### config.mk
export PLATFORM = sky130hd
export DESIGN_NAME = irq_nest_ctrl
export DESIGN_NICKNAME = d
export VERILOG_FILES = /design/src/rtl/irq_nest_ctrl.sv
export SDC_FILE = /design/constraint.sdc
export NUM_CORES = 1
export LEC_CHECK = 0
export ABC_AREA = 1
export BUFFER_PORTS_ARGS = -buffer_cell sky130_fd_sc_hd__clkbuf_2
export CAP_MARGIN = 20
export CORE_ASPECT_RATIO = 0.6
export CORE_MARGIN = 2
export CORE_UTILIZATION = 40
export DETAILED_ROUTE_END_ITERATION = 16
export SYNTH_ARGS = -nofsm -noshare
export SYNTH_HDL_FRONTEND = slang
export SYNTH_SLANG_ARGS = --single-unit
### constraint.sdc
create_clock -name clk -period 1.75 [get_ports clk]
set_clock_uncertainty 0.2 [all_clocks]
set_input_delay 0.0875 -clock clk [delete_from_list [all_inputs] [get_ports clk]]
set_output_delay 0.0875 -clock clk [all_outputs]
set_load 0.02 [all_outputs]
### src/rtl/irq_nest_ctrl.sv
// irq_nest_ctrl: nested interrupt controller for the single-cycle MIPS datapath.
// Latches request edges, selects the highest eligible level, and saves the resume
// PC on a small hardware stack. It issues one-cycle PC redirects on entry and on
// return from interrupt.
//
// Output handshake: redirect_valid is a single-cycle pulse and has no ready.
// The PC mux must take redirect_pc in the cycle redirect_valid is high.
// Between pulses, redirect_pc keeps the last target and carries no meaning.
// ack is a one-hot pulse that is asserted in the same cycle as an entry redirect.
module irq_nest_ctrl #(
  parameter int          NUM_IRQ    = 3,
  parameter int          PC_W       = 32,
  parameter logic [31:0] VEC_BASE   = 32'h00000038,
  parameter logic [31:0] VEC_STRIDE = 32'h00000038,
  parameter int          DEPTH_W    = 2
) (
  input  logic               clk,
  input  logic               clr,
  input  logic               en,
  input  logic [NUM_IRQ-1:0] irq_req,
  input  logic [NUM_IRQ-1:0] irq_mask,
  input  logic [PC_W-1:0]    ret_pc,
  input  logic               eret,
  output logic               redirect_valid,
  output logic [PC_W-1:0]    redirect_pc,
  output logic [NUM_IRQ-1:0] running,
  output logic [NUM_IRQ-1:0] pending,
  output logic [DEPTH_W-1:0] cur_level,
  output logic [DEPTH_W-1:0] depth,
  output logic [NUM_IRQ-1:0] ack,
  output logic               eret_err
);

  // Architectural state
  logic [NUM_IRQ-1:0] irq_hist_q;
  logic [NUM_IRQ-1:0] pending_q,  pending_d;
  logic [NUM_IRQ-1:0] running_q,  running_d;
  logic [DEPTH_W-1:0] depth_q,    depth_d;
  logic [DEPTH_W-1:0] cur_level_q, cur_level_d;
  logic               eret_err_q, eret_err_d;
  logic               redirect_valid_q, redirect_valid_d;
  logic [PC_W-1:0]    redirect_pc_q,    redirect_pc_d;
  logic [NUM_IRQ-1:0] ack_q,      ack_d;

  // Return stack: one slot per level. Each level is entered at most once,
  // so the stack can never hold more than NUM_IRQ entries.
  logic [PC_W-1:0]    stack_pc_q  [NUM_IRQ];
  logic [DEPTH_W-1:0] stack_lvl_q [NUM_IRQ];

  // Decision signals
  logic [NUM_IRQ-1:0] rise_c;
  logic [NUM_IRQ-1:0] pend_eff_c;
  logic [NUM_IRQ-1:0] elig_c;
  logic               any_elig_c;
  logic [DEPTH_W-1:0] win_c;
  logic [PC_W-1:0]    vec_c;
  logic [PC_W-1:0]    top_pc_c;
  logic [DEPTH_W-1:0] next_top_lvl_c;
  logic               do_pop_c;
  logic               do_push_c;
  logic               stray_eret_c;

  // Find eligible levels. A rising edge in this cycle counts immediately, so
  // a request can be entered in the same cycle as its edge.
  always_comb begin
    rise_c     = irq_req & ~irq_hist_q;
    pend_eff_c = pending_q | rise_c;
    elig_c     = '0;
    for (int i = 0; i < NUM_IRQ; i++) begin
      elig_c[i] = pend_eff_c[i] & ~irq_mask[i] & ~running_q[i] &
                  ((depth_q == '0) || (DEPTH_W'(i) > cur_level_q));
    end
  end

  // Select the highest eligible index and compute its vector address.
  always_comb begin
    any_elig_c = 1'b0;
    win_c      = '0;
    for (int i = 0; i < NUM_IRQ; i++) begin
      if (elig_c[i]) begin
        any_elig_c = 1'b1;
        win_c      = DEPTH_W'(i);
      end
    end
    vec_c = PC_W'(VEC_BASE) + PC_W'(win_c) * PC_W'(VEC_STRIDE);
  end

  // Read the top of the stack, and the level that becomes the top after a pop.
  always_comb begin
    top_pc_c       = '0;
    next_top_lvl_c = '0;
    for (int i = 0; i < NUM_IRQ; i++) begin
      if (depth_q == DEPTH_W'(i + 1)) top_pc_c       = stack_pc_q[i];
      if (depth_q == DEPTH_W'(i + 2)) next_top_lvl_c = stack_lvl_q[i];
    end
  end

  // Classify the cycle. If eret and an entry arrive together, the eret wins.
  always_comb begin
    do_pop_c     = en & eret & (depth_q != '0);
    stray_eret_c = en & eret & (depth_q == '0);
    do_push_c    = en & ~eret & any_elig_c;
  end

  // Compute the next state for nesting bookkeeping and the registered outputs.
  always_comb begin
    pending_d        = pend_eff_c;
    running_d        = running_q;
    depth_d          = depth_q;
    cur_level_d      = cur_level_q;
    eret_err_d       = eret_err_q | stray_eret_c;
    redirect_valid_d = do_pop_c | do_push_c;
    redirect_pc_d    = redirect_pc_q;
    ack_d            = '0;
    if (do_pop_c) begin
      redirect_pc_d = top_pc_c;
      for (int i = 0; i < NUM_IRQ; i++) begin
        if (cur_level_q == DEPTH_W'(i)) running_d[i] = 1'b0;
      end
      depth_d     = depth_q - DEPTH_W'(1);
      cur_level_d = next_top_lvl_c;
    end else if (do_push_c) begin
      redirect_pc_d = vec_c;
      for (int i = 0; i < NUM_IRQ; i++) begin
        if (win_c == DEPTH_W'(i)) begin
          running_d[i] = 1'b1;
          pending_d[i] = 1'b0;
          ack_d[i]     = 1'b1;
        end
      end
      depth_d     = depth_q + DEPTH_W'(1);
      cur_level_d = win_c;
    end
  end

  // Register the control state. Reset drops all nesting state at once.
  always_ff @(posedge clk or negedge clr) begin
    if (!clr) begin
      irq_hist_q       <= '0;
      pending_q        <= '0;
      running_q        <= '0;
      depth_q          <= '0;
      cur_level_q      <= '0;
      eret_err_q       <= 1'b0;
      redirect_valid_q <= 1'b0;
      redirect_pc_q    <= '0;
      ack_q            <= '0;
    end else begin
      irq_hist_q       <= irq_req;
      pending_q        <= pending_d;
      running_q        <= running_d;
      depth_q          <= depth_d;
      cur_level_q      <= cur_level_d;
      eret_err_q       <= eret_err_d;
      redirect_valid_q <= redirect_valid_d;
      redirect_pc_q    <= redirect_pc_d;
      ack_q            <= ack_d;
    end
  end

  // Stack storage. The only write is a push into the slot at the current depth.
  always_ff @(posedge clk or negedge clr) begin
    if (!clr) begin
      for (int i = 0; i < NUM_IRQ; i++) begin
        stack_pc_q[i]  <= '0;
        stack_lvl_q[i] <= '0;
      end
    end else if (do_push_c) begin
      for (int i = 0; i < NUM_IRQ; i++) begin
        if (depth_q == DEPTH_W'(i)) begin
          stack_pc_q[i]  <= ret_pc;
          stack_lvl_q[i] <= win_c;
        end
      end
    end
  end

  // A push must always find a free slot.
  a_no_overflow: assert property (@(posedge clk) disable iff (!clr)
    do_push_c |-> (int'(depth_q) < NUM_IRQ));

  assign redirect_valid = redirect_valid_q;
  assign redirect_pc    = redirect_pc_q;
  assign running        = running_q;
  assign pending        = pending_q;
  assign cur_level      = cur_level_q;
  assign depth          = depth_q;
  assign ack            = ack_q;
  assign eret_err       = eret_err_q;

endmodule

======== After elaboration in Yosys (flattened, before gate mapping) ========
Index checks and enable logic that the tools add are counted.
storage, ports and cells
  input bits .............................. 42
  output and inout port bits .............. 47
  register bits ........................... 152
  word-level logic and storage cells ...... 112
cells by class
  mux-type cells .......................... 35
  reductions and logical operators ........ 17
  order comparisons ....................... 3
  add/sub/neg operators ................... 3
  bitwise operators ....................... 26
  multipliers ............................. 1
  equality and inequality tests ........... 10
operators with widths
  cell                                                                 count
  32-bit two-way mux                                                   5
  3-bit two-way mux                                                    6
  1-bit two-way mux                                                    16
  2-bit two-way mux                                                    8
  1-bit bitwise AND                                                    14
  2-bit nonzero test                                                   5
  6-bit by 8-bit adder with 9-bit output, first input constant         1
  3-bit AND reduction                                                  3
  2-bit == test, second input constant                                 4
  1-bit inverter                                                       7
  2-bit by 1-bit == test with 1-bit output, second input constant      3
  2-bit logical NOT                                                    3
  2-bit by 1-bit != test with 1-bit output, second input constant      3
  2-bit AND reduction                                                  3
  2-bit by 3-bit multiplier with 5-bit output, second input constant   1
  1-bit by 2-bit > comparator with 1-bit output, first input constant  2
  3-bit bitwise AND                                                    1
  1-bit logical OR                                                     3
  3-bit inverter                                                       1
  3-bit bitwise OR                                                     1
  2-bit by 1-bit adder with 2-bit output, second input constant        1
  2-bit > comparator, first input constant                             1
  1-bit bitwise OR                                                     2
  2-bit by 1-bit subtractor with 2-bit output, second input constant   1

======== Depth between registers and ports, before layout ========
  depth after elaboration ................. 12
  depth in mapped cells ................... 12

======== Worst setup path after synthesis ========
No wires, ideal clock.
  path type ............................... flip-flop to flip-flop
  from .................................... register depth_q[0] (netlist: depth[0])
  to ...................................... register stack_pc_q[58] in the netlist's numbering
  path buffers ............................ 4
  data arrival time ....................... 1.806 ns
  period minus slack after synthesis ...... 2.123 ns
  setup slack ............................. -0.373 ns
  cell stages (with the launch flop) ...... 13
  cell sequence ........................... dfrtp_1 > inv_1 > ha_1 > buf_6 > inv_2 > o21ai_0 > nand3_2 > nand3_2 > buf_8 > buf_12 > buf_6 > nand4_1 > nand2_1
on the way
  longest elaborated chain between the ends .. 8
  elaborated cells on any way between the ends .. 13
  those cells by class .................... 1 x eq/ne; 3 x mux; 4 x bitwise; 5 x reduce/logical
RTL lines
  item                                      RTL line  text
  start: declaration                        38        logic [DEPTH_W-1:0] depth_q, depth_d;
  start signal: assignment                  152       depth_q <= depth_d;
  2-bit logical NOT                         71        ((depth_q == '0) || (DEPTH_W'(i) > cur_level_q));
  1-bit logical OR                          71
  1-bit bitwise AND                         70        elig_c[i] = pend_eff_c[i] & ~irq_mask[i] & ~running_q[i] &
  1-bit two-way mux (3 in series)           80        if (elig_c[i]) begin
  1-bit bitwise AND                         102       do_push_c = en & ~eret & any_elig_c;
  2-bit AND reduction (no source line) (*)  -
  end signal: indexed assignment            171       stack_pc_q[i] <= ret_pc;
  end: declaration                          47        logic [PC_W-1:0] stack_pc_q [NUM_IRQ];
Mark *: on every way between the ends. The rest lies on a longest branch, timed or not.
A chain may end at the register's enable or synchronous reset.

======== Worst setup path after layout ========
  from .................................... register depth_q[1] (netlist: depth[1])
  to ...................................... register stack_pc_q[30] in the netlist's numbering
Same word-level chain as after synthesis.

==> impl_results.md <==
- Status: complete, but fails checks
- Failing checks: setup timing
- Max_cap viols: 0
- Global router's overall resource usage: 0.236
- Crit end category: register
- Layout cells sized above 1: 0.293
- Vias in the first global route: around 6400
- Post-Synthesis Cells: roughly 800
- Routed via count: about 6400
- Die height: roughly 110 µm
- ANT cells: 0
- Mean area per synthesized cell: about 8.5 µm²
- EDFF count, synth: 0
- Row count: 37
- Fin crit share: 1.09
- Hold Slack: 14.0 ps
- Total negative slack: -16860 ps
- Most common cell in the netlist: nand2_1
- DRC viols: 0
- Crit Path Category: register to register
- Synth unique cells: 29
- Crit-path max FO: 8
- Worst slew margin: 0.724
- Pwr per Cell Area: roughly 1800 nW/µm²
- Area of the die: roughly 19000 µm²
- Cell family with most CP delay: simple AND/OR/NAND/NOR gates
- Worst-path cell chain: inv_2 > ha_4 > inv_6 > nor3_4 > nand2_2 > nand3_4 > buf_6 > nand3_4 > clkbuf_16 > nand2_2 > nand2_1
- Worst Path Buf+Inv: 4
- Root Driver: clkbuf_16
- Clk sinks: 150
- Fin crit period: ~1900 ps
- Drt wl/cell: roughly 17 µm
- FFs w/ async S/R, synth: 1.00
- Total gr overflow: 0
- Reg2Reg Setup Slack: -160 ps
- Worst-Skew Late Latency: roughly 430 ps
- Largest net degree at the start of global routing: slightly below 60
- Starting Density: 0.407
- Main synth FF type: dfrtp_1
- Yosys reg bits: 150
- Commonest cells in the netlist: nand2_1 (344), dfrtp_1 (150), nand4_1 (98), nand3_1 (79), clkbuf_1 (35)
- CTS tree: done
- Port buffer count: slightly below 90
- Fin util: 0.567
- Global-route wire length before repair: between 30000 and 40000 µm
- RR Startpoint: depth[1]
- Least-Margin Pin Slew: ~410 ps
- RSZ-0062 raised after global routing: yes
- Num ports: 89
- Die width: around 170 µm
- Top post-synthesis cells by area: dfrtp_1 (54%), nand2_1 (19%), nand4_1 (8.8%)
- Yosys warning total: 0
- Nets@finish: 1028
- Hold crit path type: primary input to register
- H-Tree Depth: 4
- Clock buffer depth: 2
- CP peak stage delay: about 400 ps
- Startpoint class of the critical path: register
- Final setup margin: -164 ps
- Vias/cell: 5.23
- Reg clk slew, reported paths: 70 ps
- Max rail drop VDD: 0.000845 V
- Area grow syn2layout: 39.3%
- Crit path DAT: about 2000 ps
- Max stage delay cell, worst path: dfrtp_2
- Antenna violations before repair: 0
- Synthesized Nets: about 870
- Peak Freq: between 500 and 600 MHz
- Leakage power: ~0.0050 µW
- Min-delay src: irq_mask[1]
- Routed WL: ~21000 µm
- Fin. Hold Viols: 0
- Final Setup Violations: around 140
- Critical Path RT: roughly 1900 ps
- GPL Wtd Cong: approximately 0.8
- Final-report max-slew violation count: 0
- Core area: ~17000 µm²
- Iter 0 DRT Violations: about 460
- Critical Path Source: depth[1]
- Cts bufs inserted: 17
- Synth area leader: dfrtp_1
- Post-detailed-route count of antenna-violating nets: 0
- DR pass1 iterations: 5
- Post-DP HPWL: ~13000 µm
- Sequential fraction of the synthesis area: 0.539
- Netlist Area Pre-Place: about 7000 µm²
- Synth top area share: 0.539
sequential cells by signal (all words and copies together), names as in the netlist:
register,flops
irq_hist_q,3
pending,3
stack_pc_q,96
depth,2
eret_err,1
running,3
redirect_pc,32
redirect_valid,1
ack,3
stack_lvl_q,4
cur_level,2
final timing paths:
path	endpoint	depth (start not counted)
worst max-delay path	stack_pc_q[30]	11
worst min register to register	stack_pc_q[71]	2
min in group asynchronous	redirect_pc[7]	3
worst max register to register	stack_pc_q[30]	11
max in group asynchronous	stack_pc_q[9]	4
worst min-delay path	stack_lvl_q[4]	7
where the power goes:
part	total, µW	switching, µW	internal (µW)
registers	5970	980	4990
clock network	4000	1550	2440
logic	7720	4690	3030
worst min-delay path: cells and delay by family:
kind	cells	cell delay [ps]
buffers and inverters	3	260
and+or+nand+nor	4	260
cell usage in the layout, fill, tap and decap left out, types with 10 or more instances in the layout:
| master | count |
|---|---|
| buf_6 | 11 |
| clkbuf_2 | 87 |
| buf_12 | 16 |
| dfrtp_1 | 148 |
| nand2_2 | 25 |
| inv_1 | 22 |
| dlygate4sd3_1 | 42 |
| buf_4 | 45 |
| nand2_4 | 10 |
| nand2_1 | 311 |
| nand4_1 | 98 |
| clkbuf_16 | 19 |
| nand3_1 | 44 |
| nand3_2 | 36 |
| a22oi_1 | 12 |
| o21ai_0 | 10 |
per-stage QoR:
step           worst slack [ps]  std cells  power (µW)  cell area, µm²
2_1_floorplan              -188        822       10200            7050
3_3_place_gp               -153       1141       12400            8030
6_report                   -164       1229       17700            9690
3_5_place_dp               -139       1141       12500            8030
5_1_grt                    -228       1229       18800            9690
4_1_cts                    -150       1223       17300            9360
cell families after synthesis:
family / after synthesis / synth area share
AO/OA/AOI/OAI: 35 / 0.0318
XOR/XNOR: 1 / 0.00126
flip-flops: 150 / 0.539
AND/OR/NAND/NOR: 539 / 0.353
adder cells (fa/ha/maj): 4 / 0.00719
buffers and inverters: 93 / 0.0674
cell type report:
class,instances,area [µm²]
tap,234,293
clock buffer,19,443
sequential,150,3760
fill,1523,7390
timing repair buffer,207,1770
multi-input combinational,579,3120
clock inverter,13,194
inverter,27,110
timing repair:
item,4_1_cts,5_1_grt
hold buffers,42,0
cloned,3,3
endpoints found under the setup margin,139,144
resized for setup,31,74
buffers inserted,5,4
endpoints found under the hold margin,257,0
pin swaps,22,7
per-layer routing:
layer,GRT usage,vias to the layer above,share of wire
met4,0.0624,0,0.010
met5,0,-,0
li1,-,3079,-
met3,0.0562,23,0.060
met2,0.358,193,0.44
met1,0.340,3135,0.49
Note: power is estimated with default switching activity, not from simulation.
